<file path="src/rtl/wb_inst_feeder_if.sv">
// Bundle between the instruction feeder and its users: instruction push port,
// the core's Wishbone request/response, captured-write monitor port and queue level.
interface wb_inst_feeder_if #(
    parameter int DEPTH = 8
);
    localparam int LW = $clog2(DEPTH) + 1;

    logic          i_inst_valid;
    logic [31:0]   i_inst;
    logic          o_inst_ready;

    logic [31:0]   i_wb_adr;
    logic [15:0]   i_wb_sel;
    logic          i_wb_we;
    logic [127:0]  i_wb_dat;
    logic          i_wb_cyc;
    logic          i_wb_stb;
    logic [127:0]  o_wb_dat;
    logic          o_wb_ack;
    logic          o_wb_err;

    logic          o_res_valid;
    logic [31:0]   o_res_adr;
    logic [127:0]  o_res_data;
    logic [15:0]   o_res_sel;

    logic [LW-1:0] o_level;

    modport slave (
        input  i_inst_valid, i_inst,
        input  i_wb_adr, i_wb_sel, i_wb_we, i_wb_dat, i_wb_cyc, i_wb_stb,
        output o_inst_ready, o_wb_dat, o_wb_ack, o_wb_err,
        output o_res_valid, o_res_adr, o_res_data, o_res_sel, o_level
    );

    modport master (
        output i_inst_valid, i_inst,
        output i_wb_adr, i_wb_sel, i_wb_we, i_wb_dat, i_wb_cyc, i_wb_stb,
        input  o_inst_ready, o_wb_dat, o_wb_ack, o_wb_err,
        input  o_res_valid, o_res_adr, o_res_data, o_res_sel, o_level
    );
endinterface

</file>
<file path="src/rtl/wb_inst_feeder.sv">
// Instruction queue that answers a core's 128-bit Wishbone fetches and captures its writes.
// Define WB_FEEDER_EMPTY_ERR_EN to answer reads of an empty queue with err instead of a NOP line.
module wb_inst_feeder #(
    parameter int          DEPTH    = 8,
    parameter logic [31:0] NOP_WORD = 32'hF0801003,
    parameter int          ACK_LAT  = 1
) (
    input logic           i_clk,
    input logic           i_rst,
    wb_inst_feeder_if.slave bus
);
    localparam int NUM_LANES = 4;
    localparam int VEC_W     = 32;
    localparam int AW        = $clog2(DEPTH);
    localparam int LW        = AW + 1;
    localparam logic [1:0] CNT_INIT = (ACK_LAT == 0) ? 2'd0 : 2'(ACK_LAT - 1);

    typedef enum logic [1:0] {IDLE, WAIT, RESP} state_t;

    state_t          state, state_nx;
    logic [1:0]      cnt, cnt_nx;
    logic            req_we;
    logic [31:0]     req_adr;

    logic [VEC_W-1:0] mem [DEPTH];
    logic [AW-1:0]    wr_ptr, rd_ptr;
    logic [LW-1:0]    level;
    logic             full, empty, push, pop;

    assign full  = (level == LW'(DEPTH));
    assign empty = (level == '0);
    assign push  = bus.i_inst_valid && !full;
    assign pop   = (state == RESP) && !req_we && !empty;

    assign bus.o_inst_ready = !full;
    assign bus.o_level      = level;

    // Pointers are AW bits wide, so DEPTH being a power of two gives free wrap.
    always_ff @(posedge i_clk or posedge i_rst) begin
        if (i_rst) begin
            wr_ptr <= '0;
            rd_ptr <= '0;
            level  <= '0;
        end else begin
            if (push) wr_ptr <= wr_ptr + 1'b1;
            if (pop)  rd_ptr <= rd_ptr + 1'b1;
            case ({push, pop})
                2'b10:   level <= level + 1'b1;
                2'b01:   level <= level - 1'b1;
                default: level <= level;
            endcase
        end
    end

    always_ff @(posedge i_clk) begin
        if (push) mem[wr_ptr] <= bus.i_inst;
    end

    logic accept;
    assign accept = bus.i_wb_cyc && bus.i_wb_stb;

    always_comb begin
        state_nx = state;
        cnt_nx   = cnt;
        case (state)
            IDLE: if (accept) begin
                state_nx = (ACK_LAT == 0) ? RESP : WAIT;
                cnt_nx   = CNT_INIT;
            end
            WAIT: begin
                if (!accept)         state_nx = IDLE;
                else if (cnt == '0)  state_nx = RESP;
                else                 cnt_nx   = cnt - 1'b1;
            end
            RESP:    state_nx = IDLE;
            default: state_nx = IDLE;
        endcase
    end

    // Request attributes come from the accept cycle; with ACK_LAT=0 that is the cycle
    // before RESP, so the capture path must look through to the live bus.
    logic        cap, we_now;
    logic [31:0] adr_now;
    assign we_now  = (state == IDLE) ? bus.i_wb_we  : req_we;
    assign adr_now = (state == IDLE) ? bus.i_wb_adr : req_adr;
    assign cap     = (state_nx == RESP) && (state != RESP) && we_now;

    always_ff @(posedge i_clk or posedge i_rst) begin
        if (i_rst) begin
            state           <= IDLE;
            cnt             <= '0;
            req_we          <= 1'b0;
            req_adr         <= '0;
            bus.o_res_valid <= 1'b0;
            bus.o_res_adr   <= '0;
            bus.o_res_data  <= '0;
            bus.o_res_sel   <= '0;
        end else begin
            state           <= state_nx;
            cnt             <= cnt_nx;
            bus.o_res_valid <= cap;
            if (state == IDLE && accept) begin
                req_we  <= bus.i_wb_we;
                req_adr <= bus.i_wb_adr;
            end
            if (cap) begin
                bus.o_res_adr  <= adr_now;
                bus.o_res_data <= bus.i_wb_dat;
                bus.o_res_sel  <= bus.i_wb_sel;
            end
        end
    end

    // Read line: lane 0 carries the queue head, all other lanes (or all, if empty) carry NOP.
    logic [NUM_LANES-1:0][VEC_W-1:0] line;
    genvar g;
    generate
        for (g = 0; g < NUM_LANES; g++) begin : g_lane
            if (g == 0) begin : g_head
                assign line[g] = empty ? NOP_WORD : mem[rd_ptr];
            end else begin : g_nop
                assign line[g] = NOP_WORD;
            end
        end
    endgenerate

    always_comb begin
        bus.o_wb_ack = 1'b0;
        bus.o_wb_err = 1'b0;
        bus.o_wb_dat = '0;
        if (state == RESP) begin
            if (req_we) begin
                bus.o_wb_ack = 1'b1;
            end else if (!empty) begin
                bus.o_wb_ack = 1'b1;
                bus.o_wb_dat = line;
            end else begin
`ifdef WB_FEEDER_EMPTY_ERR_EN
                bus.o_wb_err = 1'b1;
`else
                bus.o_wb_ack = 1'b1;
                bus.o_wb_dat = line;
`endif
            end
        end
    end
endmodule
</file>
<file path="src/flat_wrapper.sv">
// flat-port wrapper written by rule: the top's interface ports become plain ports
module wb_inst_feeder_flat 
#(
    parameter int          DEPTH    = 8,
    parameter logic [31:0] NOP_WORD = 32'hF0801003,
    parameter int          ACK_LAT  = 1
)
  (i_clk, i_rst, bus_i_inst_valid, bus_i_inst, bus_i_wb_adr, bus_i_wb_sel, bus_i_wb_we, bus_i_wb_dat, bus_i_wb_cyc, bus_i_wb_stb, bus_o_inst_ready, bus_o_wb_dat, bus_o_wb_ack, bus_o_wb_err, bus_o_res_valid, bus_o_res_adr, bus_o_res_data, bus_o_res_sel, bus_o_level);
  wb_inst_feeder_if #(.DEPTH(DEPTH)) bus_i ();
  input logic i_clk;
  input logic i_rst;
  input wire logic [$bits(bus_i.i_inst_valid)-1:0] bus_i_inst_valid;
  input wire logic [$bits(bus_i.i_inst)-1:0] bus_i_inst;
  input wire logic [$bits(bus_i.i_wb_adr)-1:0] bus_i_wb_adr;
  input wire logic [$bits(bus_i.i_wb_sel)-1:0] bus_i_wb_sel;
  input wire logic [$bits(bus_i.i_wb_we)-1:0] bus_i_wb_we;
  input wire logic [$bits(bus_i.i_wb_dat)-1:0] bus_i_wb_dat;
  input wire logic [$bits(bus_i.i_wb_cyc)-1:0] bus_i_wb_cyc;
  input wire logic [$bits(bus_i.i_wb_stb)-1:0] bus_i_wb_stb;
  output wire logic [$bits(bus_i.o_inst_ready)-1:0] bus_o_inst_ready;
  output wire logic [$bits(bus_i.o_wb_dat)-1:0] bus_o_wb_dat;
  output wire logic [$bits(bus_i.o_wb_ack)-1:0] bus_o_wb_ack;
  output wire logic [$bits(bus_i.o_wb_err)-1:0] bus_o_wb_err;
  output wire logic [$bits(bus_i.o_res_valid)-1:0] bus_o_res_valid;
  output wire logic [$bits(bus_i.o_res_adr)-1:0] bus_o_res_adr;
  output wire logic [$bits(bus_i.o_res_data)-1:0] bus_o_res_data;
  output wire logic [$bits(bus_i.o_res_sel)-1:0] bus_o_res_sel;
  output wire logic [$bits(bus_i.o_level)-1:0] bus_o_level;
  assign bus_i.i_inst_valid = bus_i_inst_valid;
  assign bus_i.i_inst = bus_i_inst;
  assign bus_i.i_wb_adr = bus_i_wb_adr;
  assign bus_i.i_wb_sel = bus_i_wb_sel;
  assign bus_i.i_wb_we = bus_i_wb_we;
  assign bus_i.i_wb_dat = bus_i_wb_dat;
  assign bus_i.i_wb_cyc = bus_i_wb_cyc;
  assign bus_i.i_wb_stb = bus_i_wb_stb;
  assign bus_o_inst_ready = bus_i.o_inst_ready;
  assign bus_o_wb_dat = bus_i.o_wb_dat;
  assign bus_o_wb_ack = bus_i.o_wb_ack;
  assign bus_o_wb_err = bus_i.o_wb_err;
  assign bus_o_res_valid = bus_i.o_res_valid;
  assign bus_o_res_adr = bus_i.o_res_adr;
  assign bus_o_res_data = bus_i.o_res_data;
  assign bus_o_res_sel = bus_i.o_res_sel;
  assign bus_o_level = bus_i.o_level;
  wb_inst_feeder #(.DEPTH(DEPTH), .NOP_WORD(NOP_WORD), .ACK_LAT(ACK_LAT)) u_core (.i_clk(i_clk), .i_rst(i_rst), .bus(bus_i));
endmodule
</file>
<file path="config.mk">
export PLATFORM = sky130hd
export DESIGN_NAME = wb_inst_feeder_flat
export DESIGN_NICKNAME = d
export VERILOG_FILES = /design/src/rtl/wb_inst_feeder_if.sv /design/src/rtl/wb_inst_feeder.sv /design/src/flat_wrapper.sv
export SDC_FILE = /design/constraint.sdc
export NUM_CORES = 1
export LEC_CHECK = 0
export CELL_PAD_IN_SITES_DETAIL_PLACEMENT = 1
export CELL_PAD_IN_SITES_GLOBAL_PLACEMENT = 1
export CORE_AREA = 2 2 227 229
export DETAILED_ROUTE_END_ITERATION = 10
export DIE_AREA = 0 0 229 231
export PLACE_DENSITY = 0.78
export SLEW_MARGIN = 20
export SYNTH_ARGS = -nofsm -noshare
export SYNTH_HDL_FRONTEND = slang
export SYNTH_SLANG_ARGS = --single-unit
</file>
<file path="constraint.sdc">
create_clock -name i_clk -period 11.19 [get_ports i_clk]
set_clock_uncertainty 0.1 [all_clocks]
set_input_delay 2.238 -clock i_clk [delete_from_list [all_inputs] [get_ports i_clk]]
set_output_delay 2.238 -clock i_clk [all_outputs]
set_load 0.005 [all_outputs]
</file>
Yosys cells after proc, flatten, opt, wreduce, memory -nomap -nowiden
Memory sizes are Yosys's and may differ from the RTL's.
Index checks and enable logic that the tools add are counted.
- $add $sub $neg: 5
- multipliers: 0
- div/mod/pow operators: 0
- order comparisons: 0
- equal/unequal tests: 10
- shift-type cells: 0
- multiplexer cells: 17
- bitwise gates (word level): 0
- reductions and logical operators: 16
- operators with widths (cell ; count):
    $mux 128 ; 2
    $mux 32 ; 2
    $mux 2 ; 6
    $pmux 2 s2 ; 2
    $pmux 4 s2 ; 1
    $logic_and 1x1->1 ; 7
    $add 3x1->3 const B ; 2
    $eq 2x2->1 const B ; 3
    $add 4x1->4 const B ; 1
    $eq 2x1->1 const B ; 2
    $eq 4x4->1 const B ; 1
    $logic_not 2->1 ; 2
    $logic_not 4->1 ; 1
    $mux 1 ; 4
    $ne 2x1->1 const B ; 2
    $ne 2x2->1 const B ; 2
    $reduce_and 4->1 ; 1
    $reduce_bool 2->1 ; 2
    $sub 4x1->4 const B ; 1
    $logic_not 1->1 ; 3
    $sub 2x1->2 const B ; 1
- flip-flop bits (word level): 224
- latch bits: 0
- bits in writable memories: 256
- memory bits (read-only): 0
- input bits: 214
- output and inout bits: 312
- logic and storage cells: 60
- memories kept: 1
- memories (memory ; words ; width ; read ports ; clocked after Yosys merged registers in ; wr ports ; RTL line ; RTL):
    u_core.mem ; 8 ; 32 ; 1 ; 0 ; 1 ; wb_inst_feeder.sv:25 ; logic [VEC_W-1:0] mem [DEPTH];

Depth between registers and ports, before layout
- word-level depth: 7
- depth in mapped cells: 14
- gate-level depth less buffers: 12

Worst setup path before layout
OpenSTA, ideal clock, no wires.
- kind: input to register
- start point: input port bus_i_inst_valid
- end point: memory u_core.mem[0][0] (enable)
- setup time: 0.461 ns
- arrival time: 4.870 ns
- data required time: 10.629 ns
- path slack: 5.759 ns
- stages: 3
- path buffers: 0
- cell sequence: nand2_1 > or2_2 > nor3_1
- word-level cells in the longest chain between the ends: 3
- RTL lines (element ; RTL line ; RTL):
    from (decl) ; flat_wrapper.sv:12 ; input wire logic [$bits(bus_i.i_inst_valid)-1:0] bus_i_inst_valid;
    $logic_and 1x1->1 ; wb_inst_feeder.sv:32 ; assign push = bus.i_inst_valid && !full;
    $mux 1 ; wb_inst_feeder.sv:56 ; if (push) mem[wr_ptr] <= bus.i_inst;
    $mux 1 (not written as such) ; wb_inst_feeder.sv:56 ;
    to (decl) ; wb_inst_feeder.sv:25 ;
Every way passes these cells.

Worst setup path after layout
- start point: register u_core.rd_ptr[1]
- end point: output port bus_o_wb_dat[23]
- word-level cells in the longest chain between the ends: 4
- RTL lines (element ; RTL line ; RTL):
    from (decl) ; wb_inst_feeder.sv:26 ; logic [AW-1:0] wr_ptr, rd_ptr;
    from (signal assigned) ; wb_inst_feeder.sv:46 ; if (pop) rd_ptr <= rd_ptr + 1'b1;
    $mem_v2 8x32 ; n/a ;
    $mux 32 ; wb_inst_feeder.sv:120 ; assign line[g] = empty ? NOP_WORD : mem[rd_ptr];
    $mux 128 ; wb_inst_feeder.sv:132 ; if (req_we) begin
    $mux 128 ; wb_inst_feeder.sv:131 ; if (state == RESP) begin
    to (decl) ; flat_wrapper.sv:21 ; output wire logic [$bits(bus_i.o_wb_dat)-1:0] bus_o_wb_dat;
Every way passes these cells.

==> run summary <==
R2R Path End: u_core.bus.o_res_data[74]
core area: 0.05068 mm^2
yosys warns: 0
synth cell count leaders: 479 x nand2_1, 256 x edfxtp_1, 224 x dfrtp_1
status: finished clean
Synth Register Bits: 480
headroom to the max-slew limit: 36.49%
Detailed Routing Iterations Pass 1: 5
main area contributors after synthesis: edfxtp_1 40%, dfrtp_1 29%, nand2_1 9.2%
Setup crit end: bus_o_wb_dat[23]
Seq/Total Area, Yosys: 68.33%
Crit Path Max Fanout: 39
CTS tree: yes
Root Buffer: clkbuf_16
final hold vios: 0
Clock Latency Late Sink: 0.60 ns
Synth Instances: 1432
H-tree depth: 2
Final setup violation count: 0
upper clock frequency limit: 0.1729 GHz
global-route wire length before repair: 86.14 mm
Yosys cell types: 41
grt ovf: 0
Critical Path AT: 3.44 ns
GRT Util Overall: 21.69%
most common cell in the netlist: nand2_1
drt wl/cell: 22.30 um
Pwr Density: 223.1 mW/mm^2
routed wire length: 57.81 mm
worst endpoint required time: 8.85 ns
Vias per Instance: 4.832
r2r setup slk: 7.79 ns
RSZ-0062 raised after global routing: false
placed wire-length estimate: 38.80 mm
min-delay worst type: flop to flop
number of max-cap violations: 0
layout cell share with drive strength beyond 1: 11.75%
vias in the first global route: 13636
Cell Area, Synth: 0.01945 mm^2
IO Pins: 526
final period utilization: 51.68%
Die Ht: 231 um
CP Launch Point: u_core.rd_ptr[1]
nets: 2084
async set-reset flop share out of synthesis: 46.67%
port bufs: 452
initial antenna violation count: 15
# resized after CTS: 0
DRC errors left: 0
Critical Path Source Type: flop
share of the synthesized area in the top cell type: 39.52%
drt initial violations: 620
GP Congestion: 0.8938
syn_area_per_cell: 13.58 um^2
CTS clk-pin slew, worst paths: 0.07 ns
Std-Cell Rows: 83
die footprint: 0.05290 mm^2
Period minus WS final: 5.782 ns
Max VDD drop: 0.1297 mV
synthesis-to-layout area growth: 33.92%
cts hold-fix bufs: 0
Post-synth EDFFs: 256
vias: 12530
clk buf depth: 3
Post-CTS Setup Repair Bufs: 0
Initial Utilization: 38.39%
Final Max Slew Viols: 0
R2R depth: 8
die width: 229 um
Synth Flop Type: edfxtp_1
setup TNS: 0 ns
Leak: 10.54 nW
CTS Sinks: 480
DRT antenna net count: 0
Crit Path Category: flop to output port
r2r startpoint: u_core.cnt[0]
worst slew pin tran: 0.9527 ns
TritonCTS Buffers: 53
Hold Slack: 0.3718 ns
area leader, netlist: edfxtp_1
largest net degree at the start of global routing: 101
Setup crit end kind: output port
worst max-delay path, stage by stage, from the launching register on:
cell and delay, ns:
dfrtp_2 0.92, buf_4 0.61, mux4_2 0.30, nand2_1 0.05
a31oi_1 0.35, clkdlybuf4s50_1 0.58
metal layers:
metal / up-vias / part of all wire (%) / GRT usage, %
met5: - / 0.20 / 0
li1: 5627 / - / -
met1: 6349 / 37 / 24.90
met2: 426 / 51 / 37.23
met4: 18 / 3.4 / 7.873
met3: 110 / 8.1 / 7.917
worst min-delay path by stage:
stage               depth (start not counted)  slack [ns]                 startpoint                        end
finish                                      2        0.37  u_core.bus.o_res_data[90]  u_core.bus.o_res_data[90]
global route                                2        0.40  u_core.bus.o_res_data[90]  u_core.bus.o_res_data[90]
CTS                                         2        0.38  u_core.bus.o_res_data[97]  u_core.bus.o_res_data[97]
detailed placement                          2        0.36  u_core.bus.o_res_data[90]  u_core.bus.o_res_data[90]
global placement                            2        0.36  u_core.bus.o_res_data[10]  u_core.bus.o_res_data[10]
floorplan                                   2        0.37   u_core.bus.o_res_data[0]   u_core.bus.o_res_data[0]
per-stage QoR:
stage	cells	worst slack (ns)	power (mW)	instance area, um^2	util (%)
after floorplan	1504	2.718	3.197	19720	-
final	2593	5.408	5.813	26050	51.41
after CTS	2586	5.352	5.898	26040	51.37
after detailed placement	2489	5.744	4.054	24210	47.78
after global placement	2488	5.848	3.976	24190	47.73
after global routing	2589	5.234	6.106	26040	51.39
area by class of cell:
| type | count | area (um^2) |
|---|---|---|
| diodes | 7 | 17.52 |
| clock buffers | 65 | 1401 |
| fillers | 5213 | 24630 |
| clock inverters | 32 | 419.2 |
| inverters | 6 | 35.03 |
| well taps | 680 | 850.8 |
| repair buffers | 471 | 4687 |
| flip-flops and latches | 480 | 13300 |
| multi-input cells | 852 | 5343 |
cells by family after synthesis:
logic type,after synthesis,share of synthesized area (%)
AOI/OAI and AO/OA,57,1.608
xor gates and xnor gates,8,0.3602
adders and majority gates,6,0.3859
buffers and inverters,172,5.917
DFF,480,68.33
muxes,163,12.27
other,1,0.01928
and+or+nand+nor,545,11.11
power breakdown:
group	switching, mW	internal [mW]	total (mW)
Combinational	0.676	0.831	1.51
Clock	0.742	1.06	1.80
Sequential	0.244	2.26	2.50
layout by cell type, fill, tap and decap left out, types with 6 or more instances in the layout:
cell and n:
edfxtp_1 256, bufinv_16 7, a31oi_1 11, nor2_1 26
a21oi_1 8, nand2b_1 7, nor3_1 6, clkdlybuf4s50_1 452
mux4_2 56, clkbuf_1 9, ha_1 6, o21ai_0 33
diode_2 7, clkbuf_16 53, clkinv_2 12, nor2_4 7
conb_1 73, dfrtp_1 221, nand2_1 479, mux2_2 43
mux2i_1 64, buf_4 18
sequential cells by signal, summed over array words and instances, names as in the netlist, 3 cells and up:
register	cells
u_core.mem	256
u_core.bus.o_res_data	128
u_core.bus.o_res_adr	32
u_core.req_adr	32
u_core.bus.o_res_sel	16
u_core.bus.o_level	4
u_core.rd_ptr	3
u_core.wr_ptr	3
No activity file was read; power rests on OpenSTA's default activity.
